**src/rtl/Asynchronous_FIFO_pkg.sv**
```systemverilog
// rtl/Asynchronous_FIFO_pkg.sv - shared widths and types for the async FIFO and its read stage
package Asynchronous_FIFO_pkg;

    localparam int DATA_WIDTH   = 8;
    localparam int RD_BUF_DEPTH = 3;
    localparam int CNT_WIDTH    = 16;

    typedef logic [CNT_WIDTH-1:0] rd_stage_cnt_t;

endpackage

```
**src/rtl/rd_stage_buf.sv**
```systemverilog
// rtl/rd_stage_buf.sv - circular buffer with head/tail pointers and occupancy for the read stage
module rd_stage_buf #(
    parameter  int DATA_WIDTH = Asynchronous_FIFO_pkg::DATA_WIDTH,
    parameter  int BUF_DEPTH  = Asynchronous_FIFO_pkg::RD_BUF_DEPTH,
    localparam int PTR_W      = $clog2(BUF_DEPTH),
    localparam int OCC_W      = $clog2(BUF_DEPTH + 1)
) (
    input  logic                  clk,
    input  logic                  clr,
    input  logic                  wr_en,
    input  logic [DATA_WIDTH-1:0] wr_data,
    input  logic                  rd_en,
    output logic [DATA_WIDTH-1:0] rd_data,
    output logic [OCC_W-1:0]      occ
);

    logic [DATA_WIDTH-1:0] mem_q [BUF_DEPTH];
    logic [PTR_W-1:0]      head_q, head_d;
    logic [PTR_W-1:0]      tail_q, tail_d;
    logic [OCC_W-1:0]      occ_q, occ_d;

    // Explicit wrap so non-power-of-two depths stay in range.
    function automatic logic [PTR_W-1:0] ptr_inc(input logic [PTR_W-1:0] p);
        return (p == PTR_W'(BUF_DEPTH - 1)) ? '0 : p + 1'b1;
    endfunction

    always_comb begin
        head_d = head_q;
        tail_d = tail_q;
        occ_d  = occ_q + OCC_W'(wr_en) - OCC_W'(rd_en);
        if (wr_en) tail_d = ptr_inc(tail_q);
        if (rd_en) head_d = ptr_inc(head_q);
    end

    always_ff @(posedge clk) begin
        if (clr) begin
            head_q <= '0;
            tail_q <= '0;
            occ_q  <= '0;
        end else begin
            head_q <= head_d;
            tail_q <= tail_d;
            occ_q  <= occ_d;
        end
    end

    always_ff @(posedge clk) begin
        if (wr_en && !clr) mem_q[tail_q] <= wr_data;
    end

    assign rd_data = mem_q[head_q];
    assign occ     = occ_q;

endmodule

```
**src/rtl/async_fifo_rd_stage.sv**
```systemverilog
// rtl/async_fifo_rd_stage.sv - drains the async FIFO into a small buffer and a valid/ready stream
module async_fifo_rd_stage #(
    parameter  int DATA_WIDTH = Asynchronous_FIFO_pkg::DATA_WIDTH,
    parameter  int BUF_DEPTH  = Asynchronous_FIFO_pkg::RD_BUF_DEPTH,
    parameter  int CNT_WIDTH  = Asynchronous_FIFO_pkg::CNT_WIDTH,
    localparam int OCC_W      = $clog2(BUF_DEPTH + 1)
) (
    input  logic                  clk_rd,
    input  logic                  rst,
    input  logic                  empty,
    input  logic [DATA_WIDTH-1:0] data_out,
    output logic                  rd_en,
    input  logic                  flush,
    output logic                  m_valid,
    output logic [DATA_WIDTH-1:0] m_data,
    input  logic                  m_ready,
    output logic [CNT_WIDTH-1:0]  rd_count
);

    logic                  inflight_q, inflight_d;
    logic [CNT_WIDTH-1:0]  rd_count_q, rd_count_d;
    logic [OCC_W-1:0]      occ;
    logic [DATA_WIDTH-1:0] head_data;
    logic                  capture;
    logic                  accept;
    logic                  clr;

    assign clr = rst || flush;

    // Reserve a slot for the in-flight word so a capture always has room.
    assign rd_en   = !clr && !empty && ((int'(occ) + int'(inflight_q)) < BUF_DEPTH);
    assign capture = inflight_q && !clr;
    assign m_valid = (occ != '0);
    assign m_data  = m_valid ? head_data : '0;
    assign accept  = m_valid && m_ready;

    always_comb begin
        inflight_d = rd_en;
        rd_count_d = rd_count_q + CNT_WIDTH'(accept);
    end

    always_ff @(posedge clk_rd) begin
        if (rst) begin
            inflight_q <= 1'b0;
            rd_count_q <= '0;
        end else begin
            inflight_q <= inflight_d;
            rd_count_q <= rd_count_d;
        end
    end

    assign rd_count = rd_count_q;

    rd_stage_buf #(
        .DATA_WIDTH (DATA_WIDTH),
        .BUF_DEPTH  (BUF_DEPTH)
    ) u_buf (
        .clk     (clk_rd),
        .clr     (clr),
        .wr_en   (capture),
        .wr_data (data_out),
        .rd_en   (accept),
        .rd_data (head_data),
        .occ     (occ)
    );

    a_no_pop_when_empty: assert property (@(posedge clk_rd) disable iff (rst) !(rd_en && empty));
    a_occ_bound: assert property (@(posedge clk_rd) int'(occ) <= BUF_DEPTH);
    a_no_overflow: assert property (@(posedge clk_rd) disable iff (rst)
        !(capture && (int'(occ) == BUF_DEPTH) && !accept));

endmodule

```
**config.mk**
```make
export PLATFORM = sky130hd
export DESIGN_NAME = async_fifo_rd_stage
export DESIGN_NICKNAME = d
export VERILOG_FILES = /design/src/rtl/Asynchronous_FIFO_pkg.sv /design/src/rtl/rd_stage_buf.sv /design/src/rtl/async_fifo_rd_stage.sv
export SDC_FILE = /design/constraint.sdc
export NUM_CORES = 1
export LEC_CHECK = 0
export ABC_AREA = 0
export BUFFER_PORTS_ARGS = -buffer_cell sky130_fd_sc_hd__buf_4
export CAP_MARGIN = 40
export CORE_ASPECT_RATIO = 1.25
export CORE_MARGIN = 5
export CORE_UTILIZATION = 50
export DETAILED_ROUTE_END_ITERATION = 16
export PLACE_DENSITY = 0.73
export SETUP_SLACK_MARGIN = 0.5
export SYNTH_ARGS = -nofsm -noshare
export SYNTH_HDL_FRONTEND = slang
export SYNTH_SLANG_ARGS = --single-unit
```
**constraint.sdc**
```tcl
create_clock -name clk_rd -period 5.45 [get_ports clk_rd]
set_input_delay 0.2725 -clock clk_rd [delete_from_list [all_inputs] [get_ports clk_rd]]
set_output_delay 0.2725 -clock clk_rd [all_outputs]
set_load 0.01 [all_outputs]
```
## Word-level counts from Yosys, hierarchy flattened

Memory sizes are Yosys's and may differ from the RTL's. A register that Yosys moved wholly into a read port is not among the register bits.
Index checks and enable logic that the tools add are counted.
W data, S select, Z words.

- Bits of input ports: 13
- Memories: 1
- Bits in registers: 23
- Bits in writable memories: 24
- Output and inout port bits: 26

Memory list:

| name | words | width | read ports | clocked after Yosys merged registers in | wr ports | RTL line | text |
|---|---|---|---|---|---|---|---|
| u_buf.mem_q | 3 | 8 | 1 | 1 | 1 | rd_stage_buf.sv:17 | `logic [DATA_WIDTH-1:0] mem_q [BUF_DEPTH];` |

- Equality and inequality tests: 2
- Add/subtract/negate cells: 6
- Magnitude comparators: 1
- Muxes and demuxes: 7
- Reduce and logical (&&, ||, !) cells: 9

Operators with widths:

| cell | number |
|---|---|
| $add A16 B1 Y16 | 1 |
| $mux W2 | 4 |
| $mux W8 | 1 |
| $logic_and A1 B1 Y1 | 5 |
| $add A2 B1 Y2 const B | 2 |
| $eq A2 B2 Y1 const B | 2 |
| $add A2 B1 Y3 | 1 |
| $lt A3 B2 Y1 const B | 1 |
| $add A2 B1 Y2 | 1 |
| $logic_not A1 Y1 | 2 |
| $mux W1 | 2 |
| $reduce_bool A2 Y1 | 1 |
| $sub A2 B1 Y2 | 1 |
| $logic_or A1 B1 Y1 | 1 |

## Depth between registers and ports, before layout

Gate-level depths: netlist (run 1).

- Word-level depth: 6
- Depth in mapped cells: 8

## Cells and area by module

Synthesis (run 1) repeated with hierarchy kept, for this count alone.

- Cell total of the unflattened synthesis: 179
- Area, all modules: 2,070.7 µm²

Modules (own cells, without submodules):

| module | cells an instance | instances | area each (µm²) |
|---|---|---|---|
| rd_stage_buf | 82 | 1 | 1,212.4 |
| async_fifo_rd_stage | 97 | 1 | 858.3 |

## Least setup slack after synthesis (run 1)

OpenSTA, ideal clock, no wires.

- Kind: flip-flop to flip-flop
- From: register u_buf.occ_q[1], in the netlist u_buf.occ[1]
- To: register rd_count_q[14], in the netlist rd_count[14]
- Stages on the path, launching flop included: 8
- Data arrival time: 1.802 ns
- Required time: 5.329 ns
- Path slack: 3.527 ns
- Period minus slack after synthesis: 1.923 ns
- Cells stage by stage: dfxtp_1 -> o21ai_1 -> inv_1 -> ha_1 -> ha_1 -> nand4_4 -> nor4_1 -> mux2_2

- Word-level cells in the longest chain between the ends: 3

Ends and longest elaborated chain:

| item | RTL line | text |
|---|---|---|
| start: declaration | rd_stage_buf.sv:20 | `logic [OCC_W-1:0] occ_q, occ_d;` |
| start signal: assignment | rd_stage_buf.sv:39 | `occ_q <= '0;` |
| start signal: assignment | rd_stage_buf.sv:43 | `occ_q <= occ_d;` |
| $reduce_bool A2 Y1 | async_fifo_rd_stage.sv:33 | `assign m_valid = (occ != '0);` |
| $logic_and A1 B1 Y1 | async_fifo_rd_stage.sv:35 | `assign accept = m_valid && m_ready;` |
| $add A16 B1 Y16 | async_fifo_rd_stage.sv:39 | `rd_count_d = rd_count_q + CNT_WIDTH'(accept);` |
| end signal: assignment | async_fifo_rd_stage.sv:48 | `rd_count_q <= rd_count_d;` |
| end: declaration | async_fifo_rd_stage.sv:21 | `logic [CNT_WIDTH-1:0] rd_count_q, rd_count_d;` |

No other way between the ends.
A chain may end at the register's enable or synchronous reset.

## Worst setup path in the final report (run 1)

Ends and elaborated chain as after synthesis.

==> summary.md, run 1 <==
| Metric | Value |
|---|---|
| # hold bufs at CTS | 0 |
| Ys async rst share | 0 |
| Post-synth EDFFs | 24 |
| Highest clock rate | 0.471 GHz |
| Synth cell count leaders | dfxtp_1 (25), edfxtp_1 (24), nor2_1 (20) |
| Mean post-synth cell area | 11.8 um2 |
| Largest area contributor in the netlist | edfxtp_1 |
| Most common flop cell mapped by yosys | dfxtp_1 |
| CTS-repair resized insts | 0 |
| Crit path max-delay family | adder cells |
| Final ANT Viol Nets | 0 |
| Fill count | 331 |
| CTS Buf Count | 5 |
| Max incr delay on CP | 0.39 ns |
| Syn Inst Count | 177 |
| Clk root buf | clkbuf_8 |
| Yosys reg bits | 49 |
| Post-Synth Simple-Gate Area | 0.170 |
| Final TNS setup | 0 ns |
| Vias per cell | 5.35 |
| Slew of the pin with the lowest slew margin | 0.701 ns |
| Synth cell types | 31 |
| Drt total wl | 4070 um |
| Ys Warns | 0 |
| Largest cells by area after synthesis | edfxtp_1 (35%), dfxtp_1 (24%), mux2_2 (4.9%), mux2i_1 (3.8%), ha_1 (3.6%) |
| Compound-Gate Fraction of Synth Area | 0.0588 |
| Crit path DAT | 2.31 ns |
| Die area | 5570 um2 |
| Core area | 4070 um2 |
| Max Root-Sink Buffers | 2 |
| Outcome | finished, final reports clean |
| Worst path slowest cell | dfxtp_1 |
| Reg2reg path depth | 7 |
| HPWL after DPL | 3050 um |
| GPL Wtd Cong | 0.828 |
| CTS tree | built |
| Most common cell in the netlist | dfxtp_1 |
| MaxCap Viol Count | 0 |
| FF+latch area | 1220 um2 |
| Cell Count, Final, Fillers Out | 277 |
| TritonRoute pass-1 iters | 4 |
| Initial Utilization | 0.513 |
| Largest family of logic cells by synthesized area | simple AND/OR/NAND/NOR gates |
| Post-synthesis xor/xnor area fraction | 0.0210 |
| # port buffers | 38 |
| Final Hold Viols | 0 |
| CP Buf/Inv Count | 1 |
| Pwr Density | 240 nW/um2 |
| Vias in the first global route | 1540 |
| Setup crit end kind | flop |
| # DRC | 0 |
| Clock Latency Late Sink | 0.29 ns |
| CTS sink count | 49 |
| Core Rows | 26 |
| Seq/Total Area, Yosys | 0.585 |
| Multi-input gate area | 812 um2 |
| Hold Crit Depth | 1 |
| CP Launch Type | flop |
| Share of post-route cells with drive strength above 1 | 0.271 |
| Vias after detailed routing | 1483 |
| Crit path kind | flop to flop |
| Final nets | 239 |
| 1st-iter DRT viols | 50 |
| CP Cell Sequence | o21ai_1 -> inv_1 -> ha_1 -> ha_1 -> nand4_4 -> nor4_1 -> mux2_2 |
| Placed cell count | 269 |
| Unrepaired setup endpoints after global routing | no |
| Top cell type's share of synthesized area | 0.346 |
| CTS H-tree lvls | 2 |
| Fin. max-slew vios | 0 |
| Fin crit share | 0.390 |
| Maximum vdd drop | 0.131 mV |
| Tightest Hold Check Type | input pin to flop |
| Crit-path max FO | 9 |
| Total grt overflow | 0 |
| Pleak | 0.978 nW |
| Ports | 39 |
| Final setup fails | 0 |
| Clock transition at path regs | 0.08 ns |
| Largest net degree at the start of global routing | 23 |
| Synthesized net count | 196 |
| Global-route usage over all layers | 0.165 |
| Min Tclk post-route | 2.12 ns |
| Die Y | 82.2 um |
| CP Depth | 7 |
| Slew HR | 0.532 |
| Area Overhead vs Synth | 21.3% |
| Routed WL per cell | 14.7 um |
| Antenna violations before repair | 0 |
| Worst path required time | 5.64 ns |
| Die Wd | 67.8 um |
| First-pass GRT wire length | 6870 um |
| Synth Area in Adders | 0.0360 |
| Post-synthesis mux area share | 0.103 |
| Most repeated library cell on the critical path | ha_1 |
| Netlist Area Pre-Place | 2090 um2 |
| Post-CTS setup buffer count | 0 |
| # diodes | 0 |
| Skew final | 0.00159 ns |
through the flow:
stage / total power, mW / utilization / hold WS [ns] / worst slack, ns / area (um2)
final: 0.608 / 0.622 / 0.164 / 3.33 / 2530
after global routing: 0.634 / 0.622 / 0.154 / 3.15 / 2530
after CTS: 0.616 / 0.622 / 0.156 / 3.32 / 2530
after detailed placement: 0.416 / 0.601 / 0.469 / 3.34 / 2440
after global placement: 0.415 / 0.599 / 0.448 / 3.37 / 2440
after floorplan: 0.404 / - / 0.356 / 3.53 / 2090
area by class of cell:
cell class	instances	share of cell area
clock inverter	2	0.00593
sequential	49	0.483
inverter	9	0.0134
multi-input combinational	114	0.321
timing repair buffer	41	0.121
clock buffer	6	0.0287
tap	56	0.0277
layer usage:
layer / up-vias / part of all wire / GRT usage
met5: - / 0 / 0
met4: 0 / 0.018 / 0.0676
met3: 8 / 0.061 / 0.0392
met2: 53 / 0.53 / 0.305
met1: 695 / 0.39 / 0.178
li1: 727 / - / -
sequential cells by signal (all words and copies together), names as in the netlist, named ones only:
register	count
rd_count	16
u_buf.occ	2
u_buf.tail_q	2
u_buf.mem_q	24
u_buf.head_q	2
inflight_q	1
layout by cell type, fill, tap and decap left out, drive strengths merged, types with 3 or more instances in the layout:
| cell type | n |
|---|---|
| a21oi | 11 |
| buf | 41 |
| clkbuf | 6 |
| dfxtp | 25 |
| edfxtp | 24 |
| ha | 6 |
| inv | 9 |
| mux2 | 12 |
| mux2i | 8 |
| nand2 | 7 |
| nand3 | 6 |
| nand4 | 4 |
| nor2 | 20 |
| nor2b | 5 |
| nor3b | 3 |
| nor4 | 4 |
| o21ai | 4 |
| o31ai | 4 |
| or3 | 4 |
| or4 | 4 |
| xor2 | 3 |
cells by family after synthesis:
kind of cell,Yosys count
mux,20
fa+ha+maj,6
flops,49
compound gates,21
buf+inv,14
simple gates,62
xor+xnor,5
power breakdown:
| group | internal [mW] | switching [mW] | leakage, nW | total (mW) |
|---|---|---|---|---|
| sequential | 0.387 | 0.00115 | 0.417 | 0.388 |
| clock | 0.0903 | 0.111 | 0.0374 | 0.201 |
| combinational | 0.00957 | 0.00970 | 0.523 | 0.0193 |
| total | 0.487 | 0.121 | 0.978 | 0.608 |
final timing paths:
path                                     start                     endpoint  slack, ns
setup reg to reg       u_buf.occ[1]$_SDFF_PP0_      rd_count[14]$_SDFF_PP0_       3.33
hold / removal                     data_out[2]  u_buf.mem_q[1][2]$_DFFE_PP_       0.16
setup / recovery       u_buf.occ[1]$_SDFF_PP0_      rd_count[14]$_SDFF_PP0_       3.33
hold reg to reg   u_buf.head_q[1]$_SDFFE_PP0N_                         flop       0.50
Power figures use the tool's default switching activity.
==> run 2: changes to the inputs <==
Settings changed: CORE_UTILIZATION 50 to 49, PLACE_DENSITY 0.73 to 0.75.
Clock period 5.45 ns to 1.8 ns, I/O delays scaled along.
==> run 2 against run 1 <==
First-iteration DRC count shrank 10%. Via count rose by 8.7%. Worst setup slack got worse by 3.3 ns. Total power grew to 3.4 times the previous value. Core utilization increased by 15 points. Critical path depth unchanged. Critical endpoint is now rd_count[10]$_SDFF_PP0_. Sequential power grew to 3.0 times the previous value. Cell count increased by 11%. Flip-flop and latch count is the same. Critical path type unchanged.
==> summary.md, run 2 (synthesis gave the netlist of run 1 again) <==
| Metric | Value |
|---|---|
| Vias per cell | 5.25 (-1.9%) |
| # diodes | 0 (unchanged) |
| Clk root buf | clkbuf_8 |
| HPWL after DPL | 2940 um (-3.6%) |
| Fill count | 276 (-17%) |
| Initial Utilization | 0.509 (-0.00407) |
| Cell Count, Final, Fillers Out | 307 (+11%) |
| Die Y | 82.9 um (+0.89%) |
| Outcome | finished, final reports clean |
| Met3 WL post-DR | 228 um (-8.8%) |
| Largest register FFs | 24 (unchanged) |
| Pwr Density | 660 nW/um2 (+170%) |
| Met1 Wirelength | 1930 um (+22%) |
| Tot Pwr | 2.08 mW (+240%) |
| Clock transition at path regs | 0.09 ns (about the same) |
| # port buffers | 38 (unchanged) |
| Final nets | 269 (+13%) |
| Area Overhead vs Synth | 51.0% |
| Routed WL per cell | 16.8 um (+14%) |
| First-pass GRT wire length | 7630 um (+11%) |
| Unrepaired setup endpoints after global routing | yes |
| Share of post-route cells with drive strength above 1 | 0.482 (+0.211) |
| Fin crit share | 0.982 (+0.593) |
| Core area | 4100 um2 (+0.80%) |
| CTS sink count | 49 (unchanged) |
| Tightest Hold Check Type | input pin to flop |
| Die Wd | 68.4 um (+0.86%) |
| Most common cell after layout, fill and taps aside | buf_4 |
| Pre-CTS setup slack | 0.0118 ns (-3.33 ns) |
| Vias in the first global route | 1660 (+7.8%) |
| Clock Latency Late Sink | 0.30 ns (about the same) |
| 1st-iter DRT viols | 45 (-10%) |
| Worst path required time | 2.04 ns (-3.60 ns) |
| Maximum vdd drop | 0.420 mV (+220%) |
| Vias after detailed routing | 1612 (+8.7%) |
| Final setup fails | 0 (unchanged) |
| TritonRoute pass-1 iters | 4 (unchanged) |
| Most frequent cells in the layout | buf_4 (56), edfxtp_1 (24), nor2_1 (19), dfxtp_1 (15), a21oi_1 (10) |
| Fin. max-slew vios | 0 (unchanged) |
| Drt total wl | 5150 um (+27%) |
| Total grt overflow | 0 (unchanged) |
| Biggest register | u_buf.mem_q |
| Crit path kind | flop to flop |
| Ports | 39 (unchanged) |
| Met2 wire length | 2900 um (+34%) |
| Global-route usage over all layers | 0.178 (+0.0131) |
| Pleak | 1.24 nW (+27%) |
| Slew HR | 0.761 (+0.229) |
| Antenna violations before repair | 0 (unchanged) |
| Post-route setup slack | 0.0320 ns (-3.29 ns) |
| # DRC | 0 (unchanged) |
| CTS H-tree lvls | 2 (unchanged) |
| Final Hold Viols | 0 (unchanged) |
| Slew of the pin with the lowest slew margin | 0.356 ns (-0.345 ns) |
| CP Launch Type | flop |
| Highest clock rate | 0.566 GHz (+20%) |
| Placed cell count | 267 (-0.74%) |
| Skew final | 0.00289 ns (+0.00130 ns) |
| Min Tclk post-route | 1.77 ns (-0.355 ns) |
| DR top layer | met4 |
| Final ANT Viol Nets | 0 (unchanged) |
| MaxCap Viol Count | 0 (unchanged) |
| CTS Buf Count | 5 (unchanged) |
| CTS tree | built |
| Crit path DAT | 2.01 ns (-0.30 ns) |
| Setup crit end kind | flop |
| Largest net degree at the start of global routing | 23 (unchanged) |
| Core Rows | 26 (unchanged) |
| GPL Wtd Cong | 0.798 (-3.5%) |
| Max Root-Sink Buffers | 2 (unchanged) |
| Die area | 5670 um2 (+1.8%) |
| Crit-path max FO | 6 (-3) |
[run 2: cell count changes in the layout (fill, tap and decap cells not counted), moves of 4 or more]
cell           before  now
nor4_1              4    0
mux2_4              0    9
buf_6               0    4
dfxtp_2             0    6
dfxtp_4             0    4
ha_4                0    4
ha_1                6    0
buf_4              40   56
mux2_2              9    1
dlygate4sd3_1       0    9
dfxtp_1            25   15
nor4_4              0    4
[run 2: path summary, 6_finish.rpt]
check                                             startpoint                      end  slack (ns)  cells past startpoint
worst max-delay path                 u_buf.occ[0]$_SDFF_PP0_  rd_count[10]$_SDFF_PP0_        0.03                      7
worst min-delay path                                     rst   rd_count[3]$_SDFF_PP0_        0.12                      2
worst max register to register       u_buf.occ[0]$_SDFF_PP0_  rd_count[10]$_SDFF_PP0_        0.03                      7
worst min register to register  u_buf.head_q[1]$_SDFFE_PP0N_                     flop        0.50                      2
[run 2: critical path, stage by stage, from the launching register on]
cell	delay, ns
dfxtp_4	0.38
o21ai_4	0.06
inv_2	0.09
ha_4	0.17
ha_4	0.15
nand4_4	0.16
or4_4	0.53
a21oi_2	0.15
[run 2: layout make-up]
cell class / count / area, um2 / area share
Multi-Input combinational cell: 115 / 1110 / 0.351
Sequential cell: 49 / 1240 / 0.395
Tap cell: 56 / 70.1 / 0.0222
Inverter: 9 / 33.8 / 0.0107
Clock inverter: 2 / 37.5 / 0.0119
Timing Repair Buffer: 70 / 576 / 0.183
Clock buffer: 6 / 82.6 / 0.0262
[run 2: power breakdown]
| part | internal (mW) | switching [mW] |
|---|---|---|
| sequential | 1.17 | 0.00431 |
| clock | 0.452 | 0.365 |
| combinational | 0.0507 | 0.0413 |
| total | 1.67 | 0.410 |
[run 2: metal layers]
| metal | track usage | vias up |
|---|---|---|
| met4 | 0.0651 | 0 |
| li1 | - | 788 |
| met5 | 0 | - |
| met3 | 0.0338 | 11 |
| met1 | 0.200 | 765 |
| met2 | 0.320 | 48 |
[run 2: through the flow]
step	TNS (ns)	hold WS (ns)	utilization	cell area [um2]
3_3_place_gp	0	0.284	0.615	2520
5_1_grt	-0.0222	0.119	0.769	3150
6_report	0	0.116	0.769	3150
2_1_floorplan	0	0.173	-	2180
3_5_place_dp	0	0.285	0.615	2520
4_1_cts	0	0.0980	0.741	3040
[run 2: what timing repair did]
| action | CTS | global route |
|---|---|---|
| endpoints found under the hold margin | 25 | 0 |
| setup endpoints to repair | 50 | 53 |
| resized for setup | 33 | 18 |
| hold buffers | 9 | 0 |
| cloned | 1 | 0 |
| pin swaps | 14 | 7 |
| buffers inserted | 18 | 4 |
==> run 3: changes to the inputs <==
Settings changed: SYNTH_HIERARCHICAL set to 1.
==> run 3 against run 2 <==
Maximum frequency increased by 9.7%. Total power decreased by 2.9%. Flip-flop and latch count unchanged. Global-route usage increased by 1.2 points.
==> summary.md, run 3 <==
| Metric | Value |
|---|---|
| Mean post-synth cell area | 11.6 um2 (-1.8%) |
| Clock Power Share | 0.376 (-0.017) |
| Sw Share | 0.195 (-0.00275) |
| Synthesized net count | 199 (+1.5%) |
| Vias after detailed routing | 1578 (-2.1%) |
| Setup crit end kind | flop |
| Ys Warns | 6 (+6) |
| Crit-path max FO | 4 (-2) |
| Final Hold Viols | 0 (unchanged) |
| First-pass GRT wire length | 7770 um (+1.8%) |
| Die Y | 82.7 um (-0.32%) |
| # port buffers | 38 (unchanged) |
| Antenna violations before repair | 0 (unchanged) |
| Tot Pwr | 2.02 mW (-2.9%) |
| CTS sink count | 49 (unchanged) |
| Hold Crit Depth | 2 (unchanged) |
| Fin. max-slew vios | 0 (unchanged) |
| Pwr Density | 618 nW/um2 (-6.4%) |
| Netlist Area Pre-Place | 2070 um2 (-0.72%) |
| Share of post-route cells with drive strength above 1 | 0.500 (+0.0179) |
| Worst path slowest cell | or3_4 |
| Clock transition at path regs | 0.09 ns (about the same) |
| Drt total wl | 4880 um (-5.3%) |
| Synth cell types | 30 (-3.2%) |
| HPWL after DPL | 2880 um (-1.9%) |
| Crit path DAT | 1.85 ns (-0.16 ns) |
| Worst reg2reg startpoint | u_buf/occ[0]$_SDFF_PP0_ |
| Most common cell in the netlist | dfxtp_1 |
| CP Launch Type | flop |
| Largest register FFs | 24 (unchanged) |
| NetSw | 393 uW (-4.2%) |
| Max incr delay on CP | 0.41 ns (-0.12 ns) |
| Skew final | 0.00443 ns (+0.00153 ns) |
| Final TNS setup | 0 ns (unchanged) |
| Most frequent cells in the layout | buf_4 (56), edfxtp_1 (24), dfxtp_1 (19), nor2_1 (14), nand2_1 (13) |
| TritonRoute pass-1 iters | 4 (unchanged) |
| Worst path required time | 2.04 ns (about the same) |
| Internal Pwr Total | 1.63 mW (-2.5%) |
| Synth cell count leaders | dfxtp_1 (25), edfxtp_1 (24), nor2_1 (19) |
| Final setup fails | 0 (unchanged) |
| Seq/Total Area, Yosys | 0.590 (+0.00425) |
| Final nets | 277 (+3.0%) |
| Pre-CTS setup slack | 0.117 ns (+0.105 ns) |
| Clk root buf | clkbuf_8 |
| Post-synth EDFFs | 24 (unchanged) |
| Yosys reg bits | 49 (unchanged) |
| GPL Wtd Cong | 0.848 (+6.1%) |
| # DRC | 0 (unchanged) |
| Syn Inst Count | 179 (+1.1%) |
| Fin crit share | 0.895 (-0.0869) |
| Comb power frac | 0.046 (+0.002) |
| # diodes | 0 (unchanged) |
| Reg2reg path depth | 7 (unchanged) |
| Pleak | 1.24 nW (-0.12%) |
| Total grt overflow | 0 (unchanged) |
| Worst r2r dst | rd_count[8]$_SDFF_PP0_ |
| CTS H-tree lvls | 2 (unchanged) |
| Ports | 39 (unchanged) |
| CP Cell Sequence | nor2_4 -> nor2b_4 -> ha_4 -> ha_4 -> nand3_4 -> or3_4 -> a21oi_2 |
| Most common flop cell mapped by yosys | dfxtp_1 |
| Largest area contributor in the netlist | edfxtp_1 |
| 1st-iter DRT viols | 44 (-2.2%) |
| Area Overhead vs Synth | 57.9% |
| Max Root-Sink Buffers | 2 (unchanged) |
| Highest clock rate | 0.620 GHz (+9.7%) |
| Flop pwr share | 0.577 (+0.014) |
| R2R Setup Slk | 0.19 ns (+0.16 ns) |
| Tightest Hold Check Type | input pin to flop |
| Post-route setup slack | 0.188 ns (+0.156 ns) |
| Global-route usage over all layers | 0.190 (+0.0115) |
| Min-Delay Endpoint | rd_count[5]$_SDFF_PP0_ |
| Crit path kind | flop to flop |
| Largest net degree at the start of global routing | 19 (-17%) |
| Outcome | finished, final reports clean |
| Final ANT Viol Nets | 0 (unchanged) |
| HP Start | rst |
| Slew HR | 0.616 (-0.144) |
| CTS Buf Count | 5 (unchanged) |
| Top cell type's share of synthesized area | 0.348 (+0.00251) |
| Vias in the first global route | 1613 (-2.8%) |
| Worst hold slack | 0.0875 ns (-0.0288 ns) |
| Biggest register | u_buf/mem_q |
| Core area | 4100 um2 (unchanged) |
| Maximum vdd drop | 0.735 mV (+75%) |
| MaxCap Viol Count | 0 (unchanged) |
| Most common cell after layout, fill and taps aside | buf_4 |
| Die Wd | 68.1 um (-0.31%) |
| Initial Utilization | 0.505 (-0.00366) |
| Clock Latency Late Sink | 0.30 ns (about the same) |
| Vias per cell | 5.03 (-4.3%) |
| Die area | 5630 um2 (-0.63%) |
| Largest cells by area after synthesis | edfxtp_1 (35%), dfxtp_1 (24%), ha_1 (4.2%), nor2b_1 (3.9%), mux2i_1 (3.9%) |
| Routed WL per cell | 15.5 um (-7.4%) |
| Unrepaired setup endpoints after global routing | yes |
| Core Rows | 26 (unchanged) |
| Min Tclk post-route | 1.61 ns (-0.156 ns) |
| CTS tree | built |
| Ys async rst share | 0 (unchanged) |
| Most repeated library cell on the critical path | ha_4 |
| Slew of the pin with the lowest slew margin | 0.575 ns (+0.219 ns) |
-- run 3: changes by cell type after synthesis, sizes merged, moves of 4 or more --
cell and change:
a21oi -5, nand2b +4, o21ai +6, xnor2 +7
mux2 -11, or4 -4, nand2 +8, o31ai -4
nor2b +8, inv -4
-- run 3: power groups by stage --
stage / clock network, mW / registers (mW) / logic, mW
6_report: 0.759 / 1.17 / 0.0937
5_1_grt: 0.830 / 1.17 / 0.100
4_1_cts: 0.770 / 1.17 / 0.0875
3_5_place_dp: 0 / 1.20 / 0.0644
3_3_place_gp: 0 / 1.20 / 0.0620
2_1_floorplan: 0 / 1.20 / 0.0343
-- run 3: worst max-delay path by stage --
| stage | from | end | slack, ns | cells past startpoint |
|---|---|---|---|---|
| final | u_buf/occ[0]$_SDFF_PP0_ | rd_count[8]$_SDFF_PP0_ | 0.19 | 7 |
| after detailed placement | u_buf/occ[1]$_SDFF_PP0_ | rd_count[14]$_SDFF_PP0_ | 0.12 | 8 |
| after CTS | u_buf/occ[0]$_SDFF_PP0_ | rd_en | 0.20 | 4 |
| after floorplan | u_buf/occ[1]$_SDFF_PP0_ | rd_count[8]$_SDFF_PP0_ | 0.29 | 7 |
| after global routing | u_buf/occ[0]$_SDFF_PP0_ | rd_count[8]$_SDFF_PP0_ | 0.12 | 7 |
| after global placement | u_buf/occ[1]$_SDFF_PP0_ | rd_count[15]$_SDFF_PP0_ | 0.21 | 7 |
-- run 3: worst max-delay path: cells and delay by family, from the launching register on --
family	cells	cell delay, ns
and+or+nand+nor	4	0.68
DFF	1	0.39
adders and majority gates	2	0.35
AOI/OAI and AO/OA	1	0.14
-- run 3: repair_timing --
item | CTS | global route
hold buffers | 9 | 0
endpoints found under the setup margin | 51 | 47
hold endpoints to repair | 25 | 0
setup buffers | 17 | 9
resized for setup | 41 | 28
pin swaps | 17 | 18
-- run 3: layout make-up --
cell class / instances / area, um2
clock buffer: 6 / 72.6
fill: 260 / 830
multi-input combinational: 120 / 1180
tap: 56 / 70.1
timing repair buffer: 76 / 652
clock inverter: 2 / 35.0
sequential: 49 / 1240
inverter: 5 / 21.3
-- run 3: stage by stage --
| stage | std cells | utilization | area, um2 |
|---|---|---|---|
| floorplan | 179 | - | 2230 |
| CTS | 305 | 0.751 | 3080 |
| global route | 314 | 0.798 | 3270 |
| finish | 314 | 0.798 | 3270 |
| global placement | 271 | 0.626 | 2570 |
| detailed placement | 271 | 0.626 | 2570 |
-- run 3: layer usage --
metal | global-route usage | vias up | wire length [um]
met1 | 0.208 | 758 | 2000
met5 | 0 | - | 0
met2 | 0.359 | 34 | 2600
li1 | - | 778 | -
met4 | 0.0656 | 0 | 99
met3 | 0.0338 | 8 | 176
-- run 3: kinds of logic (layout without fill, tap and decap cells) --
kind of cell / count (synthesis) / count (layout) / synth area share
and+or+nand+nor: 74 / 74 / 0.196
buffers and inverters: 10 / 89 / 0.0212
DFF: 49 / 49 / 0.590
xor gates and xnor gates: 12 / 12 / 0.0574
muxes: 9 / 9 / 0.0441
adders and majority gates: 7 / 7 / 0.0423
AOI/OAI and AO/OA: 18 / 18 / 0.0489
